File: src/rtl/diff_demo_pkg.sv
// Shared types for the convolution PE and its sequencing controller.
//   PE_state_t        : PE step index, PE_IDLE (0) when the PE is not computing
//   PE_weight_mode_t  : kernel phase selecting the PE multiplexer routing
//   ctrl_state_t      : controller FSM states of pe_seq_ctrl
//   STEPS_3X3/5X5     : activation steps per phase for each kernel size
//   PHASE_ORDER       : phase order of a 5x5 tile
package diff_demo_pkg;

    typedef logic [2:0] PE_state_t;
    localparam PE_state_t PE_IDLE = 3'd0;

    typedef enum logic [2:0] {
        E_MODE = 3'd0,
        A_MODE = 3'd1,
        B_MODE = 3'd2,
        C_MODE = 3'd3,
        D_MODE = 3'd4
    } PE_weight_mode_t;

    typedef enum logic [2:0] {
        CTRL_IDLE    = 3'd0,
        CTRL_REQ_W   = 3'd1,
        CTRL_SETTLE  = 3'd2,
        CTRL_COMPUTE = 3'd3,
        CTRL_FIN     = 3'd4,
        CTRL_DONE    = 3'd5
    } ctrl_state_t;

    localparam PE_state_t STEPS_3X3 = 3'd3;
    localparam PE_state_t STEPS_5X5 = 3'd6;

    localparam PE_weight_mode_t PHASE_ORDER [4] = '{A_MODE, B_MODE, C_MODE, D_MODE};

    // Final step index of a phase for the selected kernel (1 = 5x5).
    function automatic PE_state_t last_step(input logic kernel5);
        return kernel5 ? STEPS_5X5 : STEPS_3X3;
    endfunction

    // Weight mode driven during a phase; a 3x3 kernel only ever uses E_MODE.
    function automatic PE_weight_mode_t phase_mode(input logic kernel5, input logic [1:0] phase);
        return kernel5 ? PHASE_ORDER[phase] : E_MODE;
    endfunction

endpackage

File: src/rtl/pe_seq_ctrl_if.sv
// Bundle between the layer controller / PE and the sequencing controller.
//   config + start/busy/done    : layer controller side
//   weight_req/weight_valid     : weight fetch handshake
//   act_valid/act_ready         : activation stream handshake
//   pe_fifo_full                : PE output FIFO back-pressure
//   state/weight_mode/finish/end_of_row/bit_mode : PE control outputs
// Modports: master = layer controller + PE side, slave = pe_seq_ctrl.
interface pe_seq_ctrl_if
    import diff_demo_pkg::*;
#(
    parameter int COL_W = 8,
    parameter int ROW_W = 8
);
    logic             start;
    logic             cfg_kernel;
    logic             cfg_bit_mode;
    logic [COL_W-1:0] cfg_cols;
    logic [ROW_W-1:0] cfg_rows;
    logic             weight_req;
    logic             weight_valid;
    logic             act_valid;
    logic             act_ready;
    logic             pe_fifo_full;
    PE_state_t        state;
    PE_weight_mode_t  weight_mode;
    logic             finish;
    logic             end_of_row;
    logic             bit_mode;
    logic             busy;
    logic             done;

    modport master (
        output start, cfg_kernel, cfg_bit_mode, cfg_cols, cfg_rows,
        output weight_valid, act_valid, pe_fifo_full,
        input  weight_req, act_ready, state, weight_mode,
        input  finish, end_of_row, bit_mode, busy, done
    );

    modport slave (
        input  start, cfg_kernel, cfg_bit_mode, cfg_cols, cfg_rows,
        input  weight_valid, act_valid, pe_fifo_full,
        output weight_req, act_ready, state, weight_mode,
        output finish, end_of_row, bit_mode, busy, done
    );
endinterface

File: src/rtl/pe_tile_counter.sv
// Column/row tile counters for pe_seq_ctrl.
//   clk, rst      : clock, synchronous active-high reset
//   clear_i       : zero both counters (new job)
//   advance_i     : one tile finished; column wraps to 0 and row increments
//   cols_i/rows_i : latched tiles-per-row and row count (both non-zero)
//   last_col_o    : current tile is the last of its row
//   last_tile_o   : current tile is the last tile of the job
module pe_tile_counter #(
    parameter int COL_W = 8,
    parameter int ROW_W = 8
) (
    input  logic             clk,
    input  logic             rst,
    input  logic             clear_i,
    input  logic             advance_i,
    input  logic [COL_W-1:0] cols_i,
    input  logic [ROW_W-1:0] rows_i,
    output logic             last_col_o,
    output logic             last_tile_o
);
    logic [COL_W-1:0] col_q, col_d;
    logic [ROW_W-1:0] row_q, row_d;

    assign last_col_o  = (col_q == cols_i - COL_W'(1));
    assign last_tile_o = last_col_o && (row_q == rows_i - ROW_W'(1));

    always_comb begin
        col_d = col_q;
        row_d = row_q;
        if (clear_i) begin
            col_d = '0;
            row_d = '0;
        end else if (advance_i) begin
            if (last_col_o) begin
                col_d = '0;
                // Past the final row the value is irrelevant; clear_i resets it.
                row_d = row_q + ROW_W'(1);
            end else begin
                col_d = col_q + COL_W'(1);
            end
        end
    end

    always_ff @(posedge clk) begin
        if (rst) begin
            col_q <= '0;
            row_q <= '0;
        end else begin
            col_q <= col_d;
            row_q <= row_d;
        end
    end
endmodule

File: src/rtl/pe_seq_ctrl.sv
// Sequencing controller for one convolution PE: fetches weights per phase,
// steps the PE state over the activation stream and pulses finish/end_of_row
// at tile/row boundaries, stalling on missing activations and a full PE FIFO.
//   clk, rst : clock, synchronous active-high reset
//   bus      : pe_seq_ctrl_if slave modport (config, handshakes, PE controls)
// Every output is a register except act_ready, a decode of the FSM state.
module pe_seq_ctrl
    import diff_demo_pkg::*;
#(
    parameter int COL_W = 8,
    parameter int ROW_W = 8
) (
    input  logic         clk,
    input  logic         rst,
    pe_seq_ctrl_if.slave bus
);
    ctrl_state_t      ctrl_q, ctrl_d;
    logic             kernel_q, kernel_d;
    logic [COL_W-1:0] cols_q, cols_d;
    logic [ROW_W-1:0] rows_q, rows_d;
    logic [1:0]       phase_q, phase_d;
    PE_state_t        state_q, state_d;
    PE_weight_mode_t  wmode_q, wmode_d;
    logic             finish_q, finish_d;
    logic             eor_q, eor_d;
    logic             wreq_q, wreq_d;
    logic             busy_q, busy_d;
    logic             done_q, done_d;
    logic             bmode_q, bmode_d;

    logic cnt_clear;
    logic cnt_advance;
    logic last_col;
    logic last_tile;
    logic last_phase;

    pe_tile_counter #(
        .COL_W(COL_W),
        .ROW_W(ROW_W)
    ) u_tile_counter (
        .clk         (clk),
        .rst         (rst),
        .clear_i     (cnt_clear),
        .advance_i   (cnt_advance),
        .cols_i      (cols_q),
        .rows_i      (rows_q),
        .last_col_o  (last_col),
        .last_tile_o (last_tile)
    );

    assign last_phase = !kernel_q || (phase_q == 2'd3);

    always_comb begin
        ctrl_d      = ctrl_q;
        kernel_d    = kernel_q;
        cols_d      = cols_q;
        rows_d      = rows_q;
        phase_d     = phase_q;
        state_d     = PE_IDLE;
        wmode_d     = wmode_q;
        finish_d    = 1'b0;
        eor_d       = 1'b0;
        busy_d      = busy_q;
        done_d      = 1'b0;
        bmode_d     = bmode_q;
        cnt_clear   = 1'b0;
        cnt_advance = 1'b0;

        unique case (ctrl_q)
            CTRL_IDLE: begin
                if (bus.start) begin
                    kernel_d  = bus.cfg_kernel;
                    cols_d    = bus.cfg_cols;
                    rows_d    = bus.cfg_rows;
                    bmode_d   = bus.cfg_bit_mode;
                    phase_d   = 2'd0;
                    cnt_clear = 1'b1;
                    busy_d    = 1'b1;
                    // An empty job completes without touching the PE.
                    if (bus.cfg_cols == '0 || bus.cfg_rows == '0)
                        ctrl_d = CTRL_DONE;
                    else
                        ctrl_d = CTRL_REQ_W;
                end
            end
            CTRL_REQ_W: begin
                if (bus.weight_valid)
                    ctrl_d = CTRL_SETTLE;
            end
            CTRL_SETTLE: begin
                // Mode only changes on COMPUTE entry so the PE muxes stay
                // quiet while weights are being loaded.
                ctrl_d  = CTRL_COMPUTE;
                state_d = PE_state_t'(1);
                wmode_d = phase_mode(kernel_q, phase_q);
            end
            CTRL_COMPUTE: begin
                state_d = state_q;
                // act_ready is high throughout COMPUTE, so act_valid alone
                // marks a consumed activation.
                if (bus.act_valid) begin
                    if (state_q == last_step(kernel_q)) begin
                        state_d = PE_IDLE;
                        if (last_phase) begin
                            ctrl_d = CTRL_FIN;
                        end else begin
                            phase_d = phase_q + 2'd1;
                            ctrl_d  = CTRL_REQ_W;
                        end
                    end else begin
                        state_d = state_q + PE_state_t'(1);
                    end
                end
            end
            CTRL_FIN: begin
                if (!bus.pe_fifo_full) begin
                    finish_d    = 1'b1;
                    eor_d       = last_col;
                    cnt_advance = 1'b1;
                    phase_d     = 2'd0;
                    ctrl_d      = last_tile ? CTRL_DONE : CTRL_REQ_W;
                end
            end
            CTRL_DONE: begin
                done_d = 1'b1;
                busy_d = 1'b0;
                ctrl_d = CTRL_IDLE;
            end
            default: begin
                ctrl_d = CTRL_IDLE;
            end
        endcase
    end

    // Registering the request from the next state keeps it aligned with REQ_W.
    assign wreq_d = (ctrl_d == CTRL_REQ_W);

    always_ff @(posedge clk) begin
        if (rst) begin
            ctrl_q   <= CTRL_IDLE;
            kernel_q <= 1'b0;
            cols_q   <= '0;
            rows_q   <= '0;
            phase_q  <= 2'd0;
            state_q  <= PE_IDLE;
            wmode_q  <= E_MODE;
            finish_q <= 1'b0;
            eor_q    <= 1'b0;
            wreq_q   <= 1'b0;
            busy_q   <= 1'b0;
            done_q   <= 1'b0;
            bmode_q  <= 1'b0;
        end else begin
            ctrl_q   <= ctrl_d;
            kernel_q <= kernel_d;
            cols_q   <= cols_d;
            rows_q   <= rows_d;
            phase_q  <= phase_d;
            state_q  <= state_d;
            wmode_q  <= wmode_d;
            finish_q <= finish_d;
            eor_q    <= eor_d;
            wreq_q   <= wreq_d;
            busy_q   <= busy_d;
            done_q   <= done_d;
            bmode_q  <= bmode_d;
        end
    end

    assign bus.act_ready   = (ctrl_q == CTRL_COMPUTE);
    assign bus.weight_req  = wreq_q;
    assign bus.state       = state_q;
    assign bus.weight_mode = wmode_q;
    assign bus.finish      = finish_q;
    assign bus.end_of_row  = eor_q;
    assign bus.bit_mode    = bmode_q;
    assign bus.busy        = busy_q;
    assign bus.done        = done_q;
endmodule

File: src/flat_wrapper.sv
// flat-port wrapper written by rule: the top's interface ports become plain ports
module pe_seq_ctrl_flat import diff_demo_pkg::*;
#(
    parameter int COL_W = 8,
    parameter int ROW_W = 8
)
  (clk, rst, bus_start, bus_cfg_kernel, bus_cfg_bit_mode, bus_cfg_cols, bus_cfg_rows, bus_weight_valid, bus_act_valid, bus_pe_fifo_full, bus_weight_req, bus_act_ready, bus_state, bus_weight_mode, bus_finish, bus_end_of_row, bus_bit_mode, bus_busy, bus_done);
  pe_seq_ctrl_if #(.COL_W(COL_W), .ROW_W(ROW_W)) bus_i ();
  input  logic clk;
  input  logic rst;
  input wire logic [$bits(bus_i.start)-1:0] bus_start;
  input wire logic [$bits(bus_i.cfg_kernel)-1:0] bus_cfg_kernel;
  input wire logic [$bits(bus_i.cfg_bit_mode)-1:0] bus_cfg_bit_mode;
  input wire logic [$bits(bus_i.cfg_cols)-1:0] bus_cfg_cols;
  input wire logic [$bits(bus_i.cfg_rows)-1:0] bus_cfg_rows;
  input wire logic [$bits(bus_i.weight_valid)-1:0] bus_weight_valid;
  input wire logic [$bits(bus_i.act_valid)-1:0] bus_act_valid;
  input wire logic [$bits(bus_i.pe_fifo_full)-1:0] bus_pe_fifo_full;
  output wire logic [$bits(bus_i.weight_req)-1:0] bus_weight_req;
  output wire logic [$bits(bus_i.act_ready)-1:0] bus_act_ready;
  output wire logic [$bits(bus_i.state)-1:0] bus_state;
  output wire logic [$bits(bus_i.weight_mode)-1:0] bus_weight_mode;
  output wire logic [$bits(bus_i.finish)-1:0] bus_finish;
  output wire logic [$bits(bus_i.end_of_row)-1:0] bus_end_of_row;
  output wire logic [$bits(bus_i.bit_mode)-1:0] bus_bit_mode;
  output wire logic [$bits(bus_i.busy)-1:0] bus_busy;
  output wire logic [$bits(bus_i.done)-1:0] bus_done;
  assign bus_i.start = bus_start;
  assign bus_i.cfg_kernel = bus_cfg_kernel;
  assign bus_i.cfg_bit_mode = bus_cfg_bit_mode;
  assign bus_i.cfg_cols = bus_cfg_cols;
  assign bus_i.cfg_rows = bus_cfg_rows;
  assign bus_i.weight_valid = bus_weight_valid;
  assign bus_i.act_valid = bus_act_valid;
  assign bus_i.pe_fifo_full = bus_pe_fifo_full;
  assign bus_weight_req = bus_i.weight_req;
  assign bus_act_ready = bus_i.act_ready;
  assign bus_state = bus_i.state;
  assign bus_weight_mode = bus_i.weight_mode;
  assign bus_finish = bus_i.finish;
  assign bus_end_of_row = bus_i.end_of_row;
  assign bus_bit_mode = bus_i.bit_mode;
  assign bus_busy = bus_i.busy;
  assign bus_done = bus_i.done;
  pe_seq_ctrl #(.COL_W(COL_W), .ROW_W(ROW_W)) u_core (.clk(clk), .rst(rst), .bus(bus_i));
endmodule
File: config.mk
export PLATFORM = sky130hd
export DESIGN_NAME = pe_seq_ctrl_flat
export DESIGN_NICKNAME = d
export VERILOG_FILES = /design/src/rtl/diff_demo_pkg.sv /design/src/rtl/pe_seq_ctrl_if.sv /design/src/rtl/pe_tile_counter.sv /design/src/rtl/pe_seq_ctrl.sv /design/src/flat_wrapper.sv
export SDC_FILE = /design/constraint.sdc
export NUM_CORES = 1
export LEC_CHECK = 0
export CORE_AREA = 3 3 80 82
export CTS_BUF_LIST = sky130_fd_sc_hd__clkbuf_4 sky130_fd_sc_hd__clkbuf_8
export DETAILED_ROUTE_END_ITERATION = 7
export DIE_AREA = 0 0 83 85
export DONT_BUFFER_PORTS = 1
export HOLD_SLACK_MARGIN = 0.06
export PLACE_DENSITY = 0.59
export SYNTH_ARGS = -nofsm -noshare
export SYNTH_HDL_FRONTEND = slang
export SYNTH_SLANG_ARGS = --single-unit
File: constraint.sdc
create_clock -name clk -period 4.2 [get_ports clk]
set_input_delay 0.63 -clock clk [delete_from_list [all_inputs] [get_ports clk]]
set_output_delay 0.63 -clock clk [all_outputs]
set_load 0.005 [all_outputs]
Yosys cells after proc, flatten, opt, wreduce, memory -nomap -nowiden

Index checks and enable logic that the tools add are counted.

Add/subtract/negate cells: 6
Order comparisons: 1
Equality and inequality tests: 15
Muxes and demuxes: 31
Bitwise logic cells: 2
Reduce and logical (&&, ||, !) cells: 15

Operators by type and width:

| kind                  | number |
|---|---|
| $mux W3               | 14 |
| $add A8 B1 Y8 const B | 2 |
| $eq A8 B8 Y1          | 2 |
| $logic_not A8 Y1      | 2 |
| $sub A8 B1 Y8 const B | 2 |
| $pmux W3 S5           | 1 |
| $mux W2               | 5 |
| $mux W8               | 1 |
| $ne A2 B2 Y1 const B  | 4 |
| $bmux W3 S2           | 1 |
| $eq A3 B1 Y1 const B  | 2 |
| $eq A3 B2 Y1 const B  | 2 |
| $eq A3 B3 Y1 const B  | 2 |
| $mux W1               | 6 |
| $pmux W2 S3           | 1 |
| $pmux W3 S2           | 1 |
| $reduce_and A2 Y1     | 3 |
| $reduce_and A6 Y1     | 1 |
| $add A3 B1 Y3 const B | 1 |
| $eq A3 B3 Y1          | 1 |
| $ge A3 B3 Y1 const B  | 1 |
| $logic_not A3 Y1      | 1 |
| $not A2 Y3            | 1 |
| $reduce_bool A3 Y1    | 1 |
| 11 further kinds      | 12 |

Flip-flop bits (word level): 50

Longest topological paths before layout

Depth in word-level cells: 7
Mapped depth: 9
Depth with buffers taken out: 8

Modules after synthesis

From an unflattened synthesis, not the netlist that was laid out.

Cell total of the unflattened synthesis: 349
Area, all modules: 2839.0 um^2

By module, submodules not included:

| module          | times used | cells each | area each (um^2) | sequential area each (um^2) |
|---|---|---|---|---|
| pe_seq_ctrl     | 1          | 180        | 1453.9           | 680.7 |
| pe_tile_counter | 1          | 169        | 1385.1           | 320.3 |

Worst setup path after synthesis

Ideal clock, no wire load.

Path type: register to register
From: register u_core.cols_q[0]
To: register u_core.u_tile_counter.row_q[3]
Setup time: 72 ps
Arrival: 2112 ps
Required time: 4128 ps
Setup slack: 2016 ps
Cell stages (with the launch flop): 8
Clock period less this slack: 2184 ps
Cell sequence: dfxtp_1 or4_4 o21a_1 nor4_2 o2111ai_2 buf_2 nor3_1 mux2i_1

Longest elaborated chain between the ends: 3

Ends and longest elaborated chain:

| item                        | RTL line              | source |
|---|---|---|
| from (decl)                 | pe_seq_ctrl.sv:19     | `logic [COL_W-1:0] cols_q, cols_d;` |
| from (signal assigned)      | pe_seq_ctrl.sv:156    | `cols_q <= cols_d;` |
| $sub A8 B1 Y8               | pe_tile_counter.sv:24 | `assign last_col_o = (col_q == cols_i - COL_W'(1));` |
| $eq A8 B8 Y1                | pe_tile_counter.sv:24 |  |
| $reduce_and A2 Y1 (no line) | --                    |  |
| to (signal assigned)        | pe_tile_counter.sv:50 | `row_q <= row_d;` |
| to (decl)                   | pe_tile_counter.sv:22 | `logic [ROW_W-1:0] row_q, row_d;` |

Every way passes these cells.
A chain may end at the register's enable or synchronous reset.

Final worst setup path

From: register u_core.ctrl_q[0]
To: register u_core.ctrl_q[2]

Longest elaborated chain between the ends: 2
Elaborated cells between the ends (all ways): 6
Those cells by class: eq/ne: 4; mux: 1; reduce/logical: 1

Ends and longest elaborated chain:

| item                                 | RTL line           | source |
|---|---|---|
| from (decl)                          | pe_seq_ctrl.sv:17  | `ctrl_state_t ctrl_q, ctrl_d;` |
| from (signal assigned)               | pe_seq_ctrl.sv:154 | `ctrl_q <= ctrl_d;` |
| $eq A3 B3 Y1 (tied with other cells) | pe_seq_ctrl.sv:69  | `unique case (ctrl_q)` |
| $pmux W3 S5 (*)                      | pe_seq_ctrl.sv:69  |  |

Every way passes the cells marked *; elsewhere a longest branch is shown, timed or not.

==> flow_summary.json <==
{
  "route.vias.total": 2225,
  "setup_ws_ns": 1.569,
  "dpl.hpwl_um": 4339,
  "synth_top_family_by_area": "simple AND/OR/NAND/NOR gates",
  "core_mm2": 0.005816,
  "synthToLayoutAreaGrowth_pct": 5.448,
  "grt.overflow.total": 0,
  "synth_common_cells": "nand2_1, dfxtp_1, a21oi_1",
  "max_slew_margin_pct": 39.03,
  "synth-xor-area-share_pct": 9.948,
  "rows": 28,
  "timing.rr.end": "u_core.ctrl_q[2]",
  "syn-mean-instance-area_um2": 8.004,
  "power_density_mw_per_mm2": 341.6,
  "yosys_warnings": 0,
  "reg2reg_setup_slack_ns": 1.57,
  "status": "finished clean",
  "synth.ff_latch_count": 50,
  "period_share_pct": 62.64,
  "clkLatencyLatePin_ns": 0.30,
  "worstPathArrival_ns": 2.86,
  "hold_viol": 0,
  "h-tree-depth": 2,
  "synth_nets": 362,
  "cap_violations": 0,
  "path_max_fanout": 20,
  "holdCritPathClass": "input pin to register",
  "final_nets": 355,
  "reg2reg_depth": 6,
  "ir_worst_vdd_mv": 0.1447,
  "endpoint_kind": "register",
  "fmax_mhz": 380.1,
  "critical_path_required_ns": 4.43,
  "die_x_um": 83,
  "yosysSeqAreaShare_pct": 37.90,
  "place_ws_ns": 1.567,
  "multi_input_area_mm2": 0.001546,
  "drtIter0Drc": 86,
  "yosysTopAreaCellShare_pct": 37.90,
  "yosysTopAreaCell": "dfxtp_1",
  "rsz0062_at_grt": "false",
  "power.leakage_uw": 0.0009828,
  "finClkSkew_ns": 0.005754,
  "grt_pass1_wl_um": 10230,
  "routed_via_density": 5.576,
  "criticalPathCategory": "register to register",
  "cts_resized": 0,
  "syn_area_mm2": 0.002641,
  "grt_pass1_vias": 2168,
  "dieArea_mm2": 0.007055,
  "syn_inst": 330,
  "cp-startpoint": "u_core.ctrl_q[0]",
  "ys_types": 46,
  "wl_per_cell_um": 15.29,
  "cts_sinks": 50,
  "path_clk_slew_ns": 0.09,
  "firstDrtPassIters": 4,
  "synth_edf_count": 0,
  "boundaryPins": 37,
  "tightest_slew_ns": 0.9120,
  "cts_tree": "done",
  "grt_max_degree": 38,
  "synth_area_leaders": "dfxtp_1, nand2_1, a21oi_1, xnor2_1, ha_1",
  "cts_setup_buffers": 0,
  "antenna_cells": 0,
  "ant_nets": 0,
  "antenna_found_initial": 0,
  "crit_end": "u_core.ctrl_q[2]",
  "regArea_mm2": 0.001001,
  "drive_gt1_share_pct": 4.630,
  "chipHeight_um": 85,
  "synth_simple_gate_area_share_pct": 28.09,
  "async_flop_share_pct": 0,
  "track_usage_pct": 17.34,
  "drcViolationCount": 0,
  "synth_most_common_cell": "nand2_1",
  "hold_buffers": 0,
  "wl_um": 6099,
  "synth_mux_area_share_pct": 2.274,
  "root_buffer": "clkbuf_8",
  "synth_adder_area_share_pct": 3.790,
  "port_buffers": 0,
  "cts_made_buffers": 5,
  "period_minus_slack_ns": 2.631,
  "gp_congestion": 0.8587,
  "fin_setup_tns_ns": 0,
  "start_util_pct": 45.42,
  "cp-start-kind": "register",
  "r2r_start": "u_core.ctrl_q[0]",
  "synth_compound_area_share_pct": 14.26,
  "setup_viol": 0,
  "drv_slew": 0,
  "cts_max_path_buffers": 2,
  "yosys_most_used_dff": "dfxtp_1",
  "num-fill-cells": 605
}
[routing by layer]
| metal | share of wire [%] | up-vias | GRT usage [%] | routed length, um |
|---|---|---|---|---|
| met4 | 1.3 | 0 | 5.349 | 78 |
| met5 | 0 | - | 0 | 0 |
| met3 | 5.2 | 8 | 3.883 | 318 |
| li1 | - | 1135 | - | - |
| met2 | 45 | 43 | 27.84 | 2735 |
| met1 | 49 | 1039 | 23.31 | 2966 |
[final cells by class]
| cell class | count | share of cell area [%] |
|---|---|---|
| sequential | 50 | 35.94 |
| multi-input combinational | 254 | 55.53 |
| clock inverter | 1 | 0.1797 |
| tap | 75 | 3.369 |
| inverter | 11 | 1.482 |
| timing repair buffer | 1 | 0.2695 |
| clock buffer | 7 | 3.235 |
[registers in the layout, indices dropped and copies added (netlist names), 2 cells and up]
register / cells
u_core.u_tile_counter.col_q: 8
u_core.phase_q: 2
u_core.ctrl_q: 3
u_core.bus.state: 3
u_core.u_tile_counter.row_q: 8
u_core.rows_q: 8
u_core.cols_q: 8
u_core.bus.weight_mode: 3
[cells by family (layout without fill, tap and decap cells)]
group                    Yosys count  in the layout
buffers and inverters             26             20
adder cells (fa/ha/maj)            8              8
XOR/XNOR                          30             30
multiplexers                       6              6
AO/OA/AOI/OAI                     61             61
flip-flops                        50             50
AND/OR/NAND/NOR                  149            149
[report_power, final]
group,internal (uW),switching [uW],total (uW)
combinational,63.3,76.8,140
clock,140,156,296
sequential,491,24.7,516
[metrics by stage]
stage                     cell area [um2]  util [%]  hold slack [ns]  cells  total power (uW)
after floorplan                      2641         -           0.4454    330             644.0
after global placement               2690     46.26           0.4527    391             666.3
after detailed placement             2690     46.26           0.4579    391             668.7
after CTS                            2785     47.89           0.3833    399             962.2
after global routing                 2785     47.89           0.3776    399             998.3
final                                2785     47.89           0.3882    399             951.5
[worst max-delay path: stages (launching register included)]
cell,delay (ns)
dfxtp_1,0.45
nor2_1,0.32
nand3_1,0.70
a21oi_1,0.51
a21oi_1,0.13
a211o_1,0.32
a31oi_1,0.13
[cell usage in the layout, fill, tap and decap left out, types with 9 or more instances in the layout]
cell      n
nor3_1   10
nand3_1   9
or3_1     9
nor2_1   21
xor2_1   11
a21oi_1  34
dfxtp_1  50
inv_1    11
nand2_1  62
xnor2_1  19
[how the worst min path moves through the flow]
stage	from	endpoint	slack, ns	cells after the start
after CTS	rst	u_core.kernel_q	0.38	1
final	rst	u_core.bus.bit_mode	0.39	1
after detailed placement	u_core.rows_q[7]	u_core.rows_q[7]	0.46	2
after global placement	u_core.rows_q[7]	u_core.rows_q[7]	0.45	2
after floorplan	u_core.rows_q[1]	u_core.rows_q[1]	0.45	2
after global routing	rst	u_core.bus.weight_mode[0]	0.38	1
(Power assumes the default switching activity.)
